`src/rtl/alu_pkg.sv`:
```
// Shared definitions for the TotalALU issue controller: function codes,
// controller states and the op-class decode.
package alu_pkg;

  localparam logic [5:0] FnAnd   = 6'd36;
  localparam logic [5:0] FnOr    = 6'd37;
  localparam logic [5:0] FnAdd   = 6'd32;
  localparam logic [5:0] FnSub   = 6'd34;
  localparam logic [5:0] FnSlt   = 6'd42;
  localparam logic [5:0] FnSll   = 6'd0;
  localparam logic [5:0] FnMultu = 6'd25;
  localparam logic [5:0] FnMfhi  = 6'd16;
  localparam logic [5:0] FnMflo  = 6'd18;
  localparam logic [5:0] FnNop   = 6'd63;

  typedef enum logic [2:0] {
    Idle,
    Exec,
    Mul,
    HiLo,
    Resp
  } stateT;

  typedef enum logic [1:0] {
    ClassAlu,
    ClassMul,
    ClassHilo,
    ClassIllegal
  } opClassT;

  // Sorts a function code into the window it needs on the datapath.
  function automatic opClassT decodeOp(input logic [5:0] op);
    opClassT opClass;
    case (op)
      FnAnd, FnOr, FnAdd, FnSub, FnSlt, FnSll: opClass = ClassAlu;
      FnMultu:                                 opClass = ClassMul;
      FnMfhi, FnMflo:                          opClass = ClassHilo;
      default:                                 opClass = ClassIllegal;
    endcase
    return opClass;
  endfunction

endpackage

```
`src/rtl/alu_seq_cnt.sv`:
```
// Loadable down-counter with terminal-count flag; times both the short ALU
// window and the multiply window.
module alu_seq_cnt #(
  parameter int WIDTH = 6
) (
  input  logic             clk,
  input  logic             reset,
  input  logic             load,
  input  logic             en,
  input  logic [WIDTH-1:0] loadVal,
  output logic             tc
);

  logic [WIDTH-1:0] count;

  // Load wins over counting; the count parks at zero until reloaded.
  always_ff @(posedge clk or posedge reset) begin
    if (reset) begin
      count <= '0;
    end else if (load) begin
      count <= loadVal;
    end else if (en && (count != '0)) begin
      count <= count - WIDTH'(1);
    end
  end

  assign tc = (count == '0);

endmodule

```
`src/rtl/alu_seq_ctrl.sv`:
```
// Issue controller in front of the TotalALU datapath: one op at a time from a
// valid/ready request port to a valid/ready response port. Optional trapping
// of illegal ops and early HI/LO reads is enabled by defining ALU_SEQ_TRAP_EN.
module alu_seq_ctrl
  import alu_pkg::*;
#(
  parameter int MUL_CYCLES = 32,
  parameter int ALU_LAT    = 1
) (
  input  logic        clk,
  input  logic        reset,
  input  logic        req_valid,
  output logic        req_ready,
  input  logic [5:0]  req_op,
  input  logic [31:0] req_a,
  input  logic [31:0] req_b,
  output logic        resp_valid,
  input  logic        resp_ready,
  output logic [31:0] resp_data,
  output logic        resp_err,
  output logic [5:0]  alu_signal,
  output logic [31:0] alu_a,
  output logic [31:0] alu_b,
  input  logic [31:0] alu_out,
  output logic        busy
);

  localparam int CntMax = (MUL_CYCLES > ALU_LAT) ? MUL_CYCLES : ALU_LAT;
  localparam int CntW   = $clog2(CntMax + 1);

  stateT             state;
  stateT             nextState;
  opClassT           reqClass;
  logic              accept;
  logic              trapReq;
  logic              cntLoad;
  logic              cntEn;
  logic              cntTc;
  logic [CntW-1:0]   cntLoadVal;
  logic [5:0]        opReg;
  logic [31:0]       aReg;
  logic [31:0]       bReg;
  logic [31:0]       respDataReg;

  assign reqClass = decodeOp(req_op);
  assign accept   = req_valid && (state == Idle);

`ifdef ALU_SEQ_TRAP_EN
  logic hiloValid;
  logic respErrReg;

  assign trapReq = (reqClass == ClassIllegal) ||
                   ((reqClass == ClassHilo) && !hiloValid);

  // HI/LO become readable once a multiply has reached its capture cycle.
  always_ff @(posedge clk or posedge reset) begin
    if (reset) begin
      hiloValid <= 1'b0;
    end else if (state == HiLo) begin
      hiloValid <= 1'b1;
    end
  end

  always_ff @(posedge clk or posedge reset) begin
    if (reset) begin
      respErrReg <= 1'b0;
    end else if (accept) begin
      respErrReg <= trapReq;
    end
  end

  assign resp_err = respErrReg;
`else
  assign trapReq  = 1'b0;
  assign resp_err = 1'b0;
`endif

  // One counter serves both windows; it is reloaded on every acceptance.
  assign cntLoad    = accept;
  assign cntEn      = (state == Exec) || (state == Mul);
  assign cntLoadVal = (reqClass == ClassMul) ? CntW'(MUL_CYCLES - 1)
                                             : CntW'(ALU_LAT - 1);

  alu_seq_cnt #(
    .WIDTH(CntW)
  ) uCnt (
    .clk    (clk),
    .reset  (reset),
    .load   (cntLoad),
    .en     (cntEn),
    .loadVal(cntLoadVal),
    .tc     (cntTc)
  );

  always_ff @(posedge clk or posedge reset) begin
    if (reset) begin
      state <= Idle;
    end else begin
      state <= nextState;
    end
  end

  always_comb begin
    nextState = state;
    case (state)
      Idle: begin
        if (req_valid) begin
          if (trapReq) begin
            nextState = Resp;
          end else if (reqClass == ClassMul) begin
            nextState = Mul;
          end else begin
            nextState = Exec;
          end
        end
      end
      Exec: if (cntTc) nextState = Resp;
      Mul:  if (cntTc) nextState = HiLo;
      HiLo: nextState = Resp;
      Resp: if (resp_ready) nextState = Idle;
      default: nextState = Idle;
    endcase
  end

  // Op and operands are frozen from acceptance until the next acceptance.
  always_ff @(posedge clk or posedge reset) begin
    if (reset) begin
      opReg <= FnNop;
      aReg  <= '0;
      bReg  <= '0;
    end else if (accept) begin
      opReg <= req_op;
      aReg  <= req_a;
      bReg  <= req_b;
    end
  end

  // The multiply leaves its result in HiLo, so its response carries zero.
  always_ff @(posedge clk or posedge reset) begin
    if (reset) begin
      respDataReg <= '0;
    end else if (accept) begin
      respDataReg <= '0;
    end else if ((state == Exec) && cntTc) begin
      respDataReg <= alu_out;
    end else if (state == HiLo) begin
      respDataReg <= '0;
    end
  end

  // All outputs are decoded from registers only, so they cannot glitch.
  always_comb begin
    req_ready  = (state == Idle);
    busy       = (state != Idle);
    resp_valid = (state == Resp);
    resp_data  = respDataReg;
    alu_signal = FnNop;
    alu_a      = '0;
    alu_b      = '0;
    if ((state == Exec) || (state == Mul)) begin
      alu_signal = opReg;
      alu_a      = aReg;
      alu_b      = bReg;
    end
  end

endmodule

```
`config.mk`:
```
export PLATFORM = sky130hd
export DESIGN_NAME = alu_seq_ctrl
export DESIGN_NICKNAME = d
export VERILOG_FILES = /design/src/rtl/alu_pkg.sv /design/src/rtl/alu_seq_cnt.sv /design/src/rtl/alu_seq_ctrl.sv
export SDC_FILE = /design/constraint.sdc
export NUM_CORES = 1
export LEC_CHECK = 0
export CORE_ASPECT_RATIO = 0.6
export CORE_MARGIN = 2
export CORE_UTILIZATION = 39
export CTS_CLUSTER_SIZE = 8
export DETAILED_ROUTE_END_ITERATION = 7
export PLACE_DENSITY_LB_ADDON = 0.1
export SYNTH_ARGS = -nofsm -noshare
export SYNTH_HDL_FRONTEND = slang
export SYNTH_HIERARCHICAL = 1
export SYNTH_SLANG_ARGS = --single-unit
```
`constraint.sdc`:
```
create_clock -name clk -period 3.55 [get_ports clk]
set_clock_uncertainty 0.1 [all_clocks]
set_input_delay 0.5325 -clock clk [delete_from_list [all_inputs] [get_ports clk]]
set_output_delay 0.5325 -clock clk [all_outputs]
set_load 0.1 [all_outputs]
```
# After elaboration in Yosys (flattened, before gate mapping)
# Index checks and enable logic that the tools add are counted.
# word_totals
word_cells	54
register_bits	111
out_inout_bits	106
in_bits	106
# op_classes
reduce_logical	14
eq_ne	17
muxes	16
addsub	1
# op_table
operator	n
$mux W32	5
$eq A6 B6 Y1 const B	5
$eq A6 B5 Y1 const B	3
$mux W6	3
$pmux W3 S5	1
$logic_not A6 Y1	2
$mux W3	4
$eq A3 B2 Y1 const B	2
$ne A2 B2 Y1 const B	3
$pmux W2 S3	1
$reduce_bool A3 Y1	2
$reduce_bool A6 Y1	1
$reduce_or A6 Y1	1
$sub A6 B1 Y6 const B	1
$mux W5	1
$reduce_and A4 Y1	1
$eq A3 B1 Y1 const B	1
$eq A3 B3 Y1 const B	1
$logic_and A1 B1 Y1	3
$logic_not A3 Y1	1
$eq A2 B1 Y1 const B	1
$mux W2	1
$ne A2 B1 Y1 const B	1
$reduce_bool A2 Y1	1
other kinds (2)	2

# Logic depth before layout (Yosys ltp)
# Gate-level depths: netlist of the first run.
# logic_depth
ltp_word	7
depth_mapped	10
depth_no_buf	7

# By module
# Netlist of the first run, hierarchy kept.
# modules_own_cells
module	area_per_inst_um2	cells_each	instances	seq_area_each_um2
alu_seq_ctrl	4837.1	330	1	2635.0
alu_seq_cnt	426.7	49	1	150.1

# Worst setup path after synthesis of the first run
# Ideal clock, no wire load.
# synth_timing
kind	register to output
startpoint	reg state[2]
endpoint	out resp_valid
t_required_ns	2.917
t_arrival_ns	2.822
path_stages_with_launch	3
path_buffers	1
setup_slack_ns	0.096
path_cell_list	dfrtp_1 -> clkbuf_1 -> nor3b_1
# synth_between
elab_chain_cells	1
# synth_lines
element	line_no	rtl
start, declared	alu_seq_ctrl.sv:31	stateT state;
start signal, assigned	alu_seq_ctrl.sv:97	state <= Idle;
start signal, assigned	alu_seq_ctrl.sv:99	state <= nextState;
$eq A3 B3 Y1	alu_seq_ctrl.sv:155	resp_valid = (state == Resp);
end, declared	alu_seq_ctrl.sv:17	output logic resp_valid,
# No other way between the ends.

# Worst setup path after layout of the first run
# layout_timing
startpoint	reg state[1]
endpoint	out alu_a[17]
# layout_between
elab_chain_cells	3
elab_cells_between_ends	4
classes_between	2 x eq/ne; 1 x mux; 1 x reduce/logical
# layout_lines
element	line_no	rtl
$eq A3 B1 Y1 / $eq A3 B2 Y1 (equally long branches)	alu_seq_ctrl.sv:160	if ((state == Exec) || (state == Mul)) begin
$logic_or A1 B1 Y1 (*)	alu_seq_ctrl.sv:160	
$mux W32 (*)	alu_seq_ctrl.sv:160	
end, declared	alu_seq_ctrl.sv:22	output logic [31:0] alu_a,
# Every way passes the cells marked *; elsewhere a longest branch is shown, timed or not.

==> flow_metrics.tcl, run 1 <==
set metrics [dict create \
    status "complete, no violations" \
    ys_warn_count 6 \
    setup_viol 0 \
    min_period_ps 3070 \
    start_util_pct 40.5 \
    cts_resized 0 \
    drive_gt1_share_pct 30.5 \
    drv_cap 0 \
    end_kind "output pin" \
    num-fill-cells 1044 \
    criticalPathCategory "reg2out" \
    vias_per_cell 4.87 \
    rr_worst_depth 5 \
    avgSynthCellArea_um2 13.9 \
    clk_latency_ps 340 \
    drc 0 \
    rsz0062_at_grt "no" \
    clockBufferDepth 2 \
    netlist_instances 379 \
    die_h_um 94.0 \
    hold_viol_final 0 \
    drv_slew 0 \
    routabilityCongestion 0.799 \
    hp-start "aReg[11]" \
    htreeDepth 3 \
    relSlewSlack_pct 31.2 \
    die_area_mm2 0.0145 \
    ant_nets 0 \
    drt_iter0_drc 162 \
    antenna_found_initial 0 \
    num_antenna_cells 0 \
    ys_ff_latch 111 \
    areaGrowthSynthToFinish_pct 43.5 \
    fin_tns_setup_ps 0 \
    fp-row-count 32 \
    place_area_mm2 0.00725 \
    timing.rr.start "uCnt/count[2]" \
    drt_first_pass_iters 4 \
    io_buffers 210 \
    totalWireLength_um 13100 \
    ys_types 49 \
    hold_depth 1 \
    clock-root-buffer "clkbuf_16" \
    grt_pass1_wl_um 20500 \
    io_pins 212 \
    worstPathArrival_ps 2440 \
    mostFrequentLayoutCells "clkdlybuf4s50_1 (138), dfrtp_1 (105), buf_4 (74), mux2_4 (69), and2_1 (64)" \
    ys_seq_area_share_pct 52.9 \
    path_clk_slew_ps 80 \
    critPathMaxFanout 43 \
    reg2reg_slack_ps 1050 \
    worst_slew_pin_slew_ps 1030 \
    cts_made_buffers 9 \
    r2r-end "resp_data[20]" \
    grt-ovfl-total 0 \
    cts_tree "yes" \
    vias 3669 \
    max_freq_mhz 326 \
    grt_max_degree 46 \
    cp.required_ps 2920 \
    cts_hold_buffers 0 \
    layout_commonest_cell "clkdlybuf4s50_1" \
    period_share_pct 86.4 \
    postCtsSetupBuffers 0 \
    wl_per_cell_um 17.4 \
    min_path_type "reg2reg" \
    nNetsFinal 687 \
    stdcell_area_mm2 0.00755 \
    die_w_um 154 \
    cts.sinks 111 \
    synth_area_mm2 0.00526 \
    dp_hpwl_um 9320 \
    grt_pass1_vias 3685 \
    holdPathEnd "aReg[11]" \
    core_area_mm2 0.0130 \
    crit_path_start_kind "flop" \
    track_usage_pct 18.2 \
]
## cell usage after synthesis (all sizes together)
master / count / area share, %
a211o: 2 / 0.33
a21o: 1 / 0.14
a21oi: 4 / 0.38
a221oi: 1 / 0.17
a22o: 32 / 5.3
a2bb2oi: 2 / 0.45
a311o: 1 / 0.19
a31o: 1 / 0.17
a31oi: 1 / 0.12
a32o: 1 / 0.19
and2: 65 / 7.8
and2b: 1 / 0.14
and3b: 1 / 0.17
buf: 18 / 4.2
clkbuf: 10 / 0.71
conb: 1 / 0.071
dfrtp: 105 / 50
dfstp: 6 / 3.0
ha: 2 / 0.48
inv: 7 / 0.50
mux2: 70 / 20
mux2i: 1 / 0.19
nand2: 4 / 0.29
nand2b: 3 / 0.36
nand3: 2 / 0.19
nand4: 2 / 0.24
nand4bb: 1 / 0.21
nor2: 8 / 0.57
nor2b: 2 / 0.24
nor3: 2 / 0.29
nor3b: 2 / 0.29
nor4b: 1 / 0.17
o2111ai: 1 / 0.17
o21ai: 2 / 0.19
o221a: 1 / 0.21
o31ai: 2 / 0.29
or3: 10 / 1.3
or3b: 1 / 0.17
or4b: 1 / 0.19
xnor2: 1 / 0.17
## stage by stage
stage / hold WS (ps) / setup slack (ps) / cells / util (%)
final: 404 / 481 / 754 / 58.0
after global routing: 416 / 328 / 754 / 58.0
after CTS: 407 / 497 / 754 / 58.0
after floorplan: 223 / 95.9 / 380 / -
after global placement: 383 / 919 / 738 / 55.7
after detailed placement: 384 / 875 / 738 / 55.7
## layout make-up
type	instances	area, um^2	area share, %
Clock buffer	9	225	2.98
Clock inverter	7	78.8	1.04
Inverter	7	28.8	0.381
Multi-Input combinational cell	234	2200	29.2
Sequential cell	111	2790	36.9
Tap cell	170	213	2.82
Timing Repair Buffer	216	2020	26.7
## worst max path at each step
stage | startpoint | endpoint
floorplan | state[2] | resp_valid
global placement | state[1] | alu_a[24]
detailed placement | state[1] | alu_a[17]
CTS | state[1] | alu_a[17]
global route | state[1] | alu_a[17]
finish | state[1] | alu_a[17]
## worst max-delay path, stage by stage, from the launching register on
cell	delay (ps)
dfrtp_1	570
xnor2_1	250
nor2_4	510
buf_12	250
and2_1	180
buf_4	300
## metal layers
metal  wire [um]  GRT usage, %  vias up
met5           0             0        -
met4         119          4.36        0
met3        1080          6.55       13
met2        5400          25.1      145
met1        6500          26.9     1788
li1            -             -     1723
## cells by family after synthesis
logic type	share of synthesized area [%]
flops	52.9
simple gates	12.6
mux	20.1
compound gates	8.32
buf+inv	5.42
fa+ha+maj	0.475
other cells	0.0712
xor+xnor	0.166
## state kept, by name (all words and copies together) (netlist names)
signal      cells
bReg           32
resp_data      32
opReg           6
uCnt/count      6
state           3
aReg           32
Power of run 1 is not shown: default switching activity piles up to over one toggle a cycle in this logic, so the estimate is an artifact.
==> inputs of run 2 (changes only) <==
CORE_UTILIZATION = 38   (was 39)
SYNTH_HIERARCHICAL = unset   (was 1)
==> run 2 against run 1 <==
  * Setup slack improved by 110 ps
  * Critical path type unchanged
  * Critical endpoint is now alu_b[16]
  * Maximum frequency increased by 3.8%
  * Highest routed layer unchanged
  * Wire length decreased by 0.82%
  * Flip-flop and latch count unchanged
  * Worst hold slack got worse by 47 ps
==> flow_metrics.tcl, run 2 <==
set metrics [dict create \
    cp_num_buf_inv 2 \
    track_usage_pct 19.3 \
    vias 4048 \
    ys_ff_latch 111 \
    ys_types 37 \
    die_h_um 91.6 \
    nNetsFinal 811 \
    drv_cap 0 \
    ys.flop_type "dfrtp_1" \
    final_util_pct 58.6 \
    setup_viol 0 \
    max_freq_mhz 338 \
    io_buffers 210 \
    clk_latency_ps 340 \
    worstPathArrival_ps 2320 \
    clockBufferDepth 2 \
    crit_path_start_kind "flop" \
    drt_first_pass_iters 4 \
    cts_hold_buffers 0 \
    synthesis.nets 615 \
    wl_per_cell_um 14.9 \
    grt_pass1_vias 3994 \
    cts_tree "yes" \
    vias_per_cell 4.64 \
    status "complete, no violations" \
    start_util_pct 39.6 \
    yosysTopAreaCellShare_pct 54.1 \
    layout_commonest_cell "nand2_1" \
    grt_pass1_wl_um 20700 \
    crit_chain "xnor2_1 -> nor2_4 -> buf_12 -> and2_1 -> buf_4" \
    yosys-top-cells-count "nand2_1 (213), dfrtp_1 (105), and2_1 (65)" \
    num_antenna_cells 0 \
    grt_max_degree 47 \
    period_share_pct 83.3 \
    drc 0 \
    crit_family "XOR/XNOR gates" \
    synth.area.top_cells "dfrtp_1 (54%), nand2_1 (16%), and2_1 (8.4%), a22o_1 (5.4%), dfstp_2 (3.2%)" \
    synth_area_mm2 0.00485 \
    critical_path.max_stage_delay_ps 650 \
    io_pins 212 \
    cts.sinks 111 \
    end_kind "output pin" \
    areaGrowthSynthToFinish_pct 47.9 \
    core_area_mm2 0.0123 \
    die_w_um 150 \
    reg2reg_slack_ps 1310 \
    ys_warn_count 0 \
    relSlewSlack_pct 28.5 \
    criticalPathCategory "reg2out" \
    ant_nets 0 \
    avgSynthCellArea_um2 9.58 \
    synth.most_common_cell "nand2_1" \
    ys_seq_area_share_pct 57.4 \
    min_period_ps 2960 \
    mostFrequentLayoutCells "nand2_1 (212), clkdlybuf4s50_1 (137), dfrtp_1 (105), buf_4 (76), and2_1 (64)" \
    drt_iter0_drc 208 \
    postCtsSetupBuffers 0 \
    crit_slowest_cell "xnor2_1" \
    routabilityCongestion 0.807 \
    htreeDepth 3 \
    dp_hpwl_um 9290 \
    clock-root-buffer "clkbuf_16" \
    hold_viol_final 0 \
    drive_gt1_share_pct 16.1 \
    die_area_mm2 0.0137 \
    totalWireLength_um 13000 \
    synth_edf_count 0 \
    fin_tns_setup_ps 0 \
    rsz0062_at_grt "no" \
    drv_slew 0 \
    antenna_found_initial 0 \
    netlist_instances 507 \
    async_reset_ff_share_pct 100 \
    cts_made_buffers 9 \
    cts_resized 0 \
    fp-row-count 31 \
    critPathMaxFanout 46 \
    cp.required_ps 2920 \
    synth_top_area_cell "dfrtp_1" \
    path_clk_slew_ps 70 \
    min_path_type "reg2reg" \
    grt-ovfl-total 0 \
    place_inst 857 \
    worst_slew_pin_slew_ps 1070 \
    instances_no_fill 873 \
]
==> run 2: per-stage QoR <==
step / area [um^2] / hold WS (ps) / worst slack [ps]
finish: 7180 / 357 / 594
global route: 7180 / 382 / 446
CTS: 7180 / 359 / 573
detailed placement: 6900 / 348 / 966
global placement: 6900 / 345 / 1030
floorplan: 4860 / 336 / 221
==> run 2: layout make-up <==
cell class | instances | area (um^2)
Fill cell | 1092 | 5070
Multi-Input combinational cell | 358 | 1860
Sequential cell | 111 | 2790
Inverter | 6 | 26.3
Clock buffer | 11 | 243
Timing Repair Buffer | 217 | 2020
Clock inverter | 5 | 38.8
Tap cell | 165 | 206
==> run 2: worst register-to-register path, stage by stage (launching register included) <==
cell and delay, ps:
dfrtp_1 450, nor4_4 380, nand2_2 140, a211o_1 680
a22o_2 380
==> run 2: logic make-up (layout without fill, tap and decap cells) <==
group                      count (synthesis)  in the layout  synth area share (%)
and+or+nand+nor                          306            306                  28.7
DFF                                      111            111                  57.4
AOI/OAI and AO/OA                         47             47                  8.32
buffers and inverters                     38            239                  4.64
adders and majority gates                  2              2                 0.515
other                                      1              1                0.0772
xor gates and xnor gates                   1              1                 0.180
muxes                                      1              1                 0.206
==> run 2: worst paths after layout <==
kind,startpoint,end,cells after the start
max,state[1],alu_b[16],5
min,opReg[2],opReg[2],2
max reg2reg,uCnt.count[2],resp_data[30],4
min reg2reg,opReg[2],opReg[2],2
max in group asynchronous,reset,resp_data[27],3
min in group asynchronous,reset,resp_data[11],2
==> run 2: metal layers <==
layer  GRT usage, %  share of wire (%)  vias to the layer above
li1               -                  -                     2009
met1           27.3                 48                     1896
met3           7.69                9.1                       10
met4           4.25               0.71                        0
met5              0                  0                        -
met2           27.7                 43                      133
Power of run 2 is left out for the same reason.
==> inputs of run 3 (changes only) <==
clock period = 2.5 ns   (was 3.55 ns; I/O delays follow)
==> run 3 against run 2 <==
  * Register-to-register slack worse by 890 ps
  * Count of clock-buffer cells in the layout up 1
  * Sequential share of layout area down 4.0 points
  * Critical endpoint is now alu_b[28]
  * Wire length up 1.4%
  * Core utilization up 6.8 points
==> flow_metrics.tcl, run 3 (synthesis gave the netlist of run 2 again) <==
set metrics [dict create \
    status "complete, no violations" \
    min_period_ps 2350 \
    grt-ovfl-total 0 \
    postCtsSetupBuffers 0 \
    clock-root-buffer "clkbuf_16" \
    timing.rr.start "state[1]" \
    hold_viol_final 0 \
    setup_viol 0 \
    stdcell_area_mm2 0.00802 \
    io_buffers 210 \
    crit_path_start_kind "flop" \
    grt_pass1_wl_um 21800 \
    clockBufferDepth 2 \
    cts_tree "yes" \
    drt_iter0_drc 165 \
    startpoint "state[1]" \
    clk_latency_ps 330 \
    holdWs_ps 357 \
    crit_slowest_cell "dfrtp_1" \
    start_util_pct 39.6 \
    critPathMaxFanout 22 \
    drive_gt1_share_pct 21.1 \
    cts_resized 0 \
    grt_max_degree 73 \
    critical_path.max_stage_delay_ps 560 \
    max_freq_mhz 425 \
    totalWireLength_um 13200 \
    mostFrequentLayoutCells "nand2_1 (212), dfrtp_1 (105), clkdlybuf4s50_1 (105), buf_12 (74), and2_1 (64)" \
    rsz0062_at_grt "no" \
    instances_no_fill 877 \
    layout_commonest_cell "nand2_1" \
    nNetsFinal 815 \
    htreeDepth 3 \
    place_area_mm2 0.00773 \
    die_area_mm2 0.0137 \
    drv_slew 0 \
    cts_made_buffers 9 \
    grt_pass1_vias 4200 \
    path_clk_slew_ps 70 \
    wl_per_cell_um 15.0 \
    cp.required_ps 2030 \
    io_pins 212 \
    crit_chain "xnor2_1 -> nor2_4 -> buf_4 -> and2_1 -> buf_12" \
    vias 4166 \
    track_usage_pct 19.9 \
    fp-row-count 31 \
    period_share_pct 94.0 \
    drc 0 \
    worst_slew_pin_slew_ps 596 \
    place_inst 861 \
    antenna_found_initial 0 \
    num_antenna_cells 0 \
    cts.sinks 111 \
    end_kind "output pin" \
    hp-start "opReg[0]" \
    core_area_mm2 0.0123 \
    final_util_pct 65.4 \
    cts_hold_buffers 0 \
    die_w_um 150 \
    drv_cap 0 \
    worstPathArrival_ps 1880 \
    drt_first_pass_iters 4 \
    min_path_type "reg2reg" \
    die_h_um 91.6 \
    dp_hpwl_um 9620 \
    areaGrowthSynthToFinish_pct 65.2 \
    ant_nets 0 \
    routabilityCongestion 0.770 \
    vias_per_cell 4.75 \
    relSlewSlack_pct 60.2 \
    criticalPathCategory "reg2out" \
]
## run 3: changes by cell type in the layout (fill, tap and decap cells not counted)
| cell | before | now |
|---|---|---|
| buf_4 | 76 | 42 |
| clkdlybuf4s50_1 | 137 | 105 |
| nor3_4 | 1 | 2 |
| inv_6 | 3 | 1 |
| nor3_2 | 1 | 0 |
| clkbuf_8 | 1 | 2 |
| clkinvlp_4 | 2 | 3 |
| buf_12 | 4 | 74 |
## run 3: final timing paths
check | slack, ps | to | cells past startpoint
hold reg to reg | 360 | opReg[0] | 2
min in group asynchronous | 400 | resp_data[25] | 3
hold / removal | 360 | opReg[0] | 2
setup / recovery | 150 | alu_b[28] | 5
max in group asynchronous | 1480 | bReg[0] | 3
setup reg to reg | 420 | uCnt.count[1] | 5
## run 3: cell type report
type | count | area, um^2
fill | 983 | 4240
timing repair buffer | 221 | 2850
sequential | 111 | 2790
multi-input combinational | 358 | 1870
clock buffer | 12 | 256
tap | 165 | 206
clock inverter | 4 | 28.8
inverter | 6 | 26.3
## run 3: worst max-delay path: cells and delay by family, from the launching register on
family,cells,cell delay (ps)
XOR/XNOR,1,190
buffers and inverters,2,420
AND/OR/NAND/NOR,2,370
flip-flops,1,560
## run 3: through the flow
step           setup TNS, ps  worst slack [ps]
4_1_cts                    0               119
6_report                   0               149
3_3_place_gp               0               396
2_1_floorplan          -37.1             -37.1
5_1_grt                    0              10.5
3_5_place_dp               0               297
## run 3: routing by layer
layer | vias up | global-route usage [%] | routed length [um] | share of wire [%]
met4 | 0 | 3.54 | 86 | 0.65
met3 | 9 | 7.64 | 1280 | 9.7
li1 | 2021 | - | - | -
met2 | 141 | 29.9 | 5840 | 44
met5 | - | 0 | 0 | 0
met1 | 1995 | 27.7 | 5970 | 45
Power of run 3 is left out for the same reason.
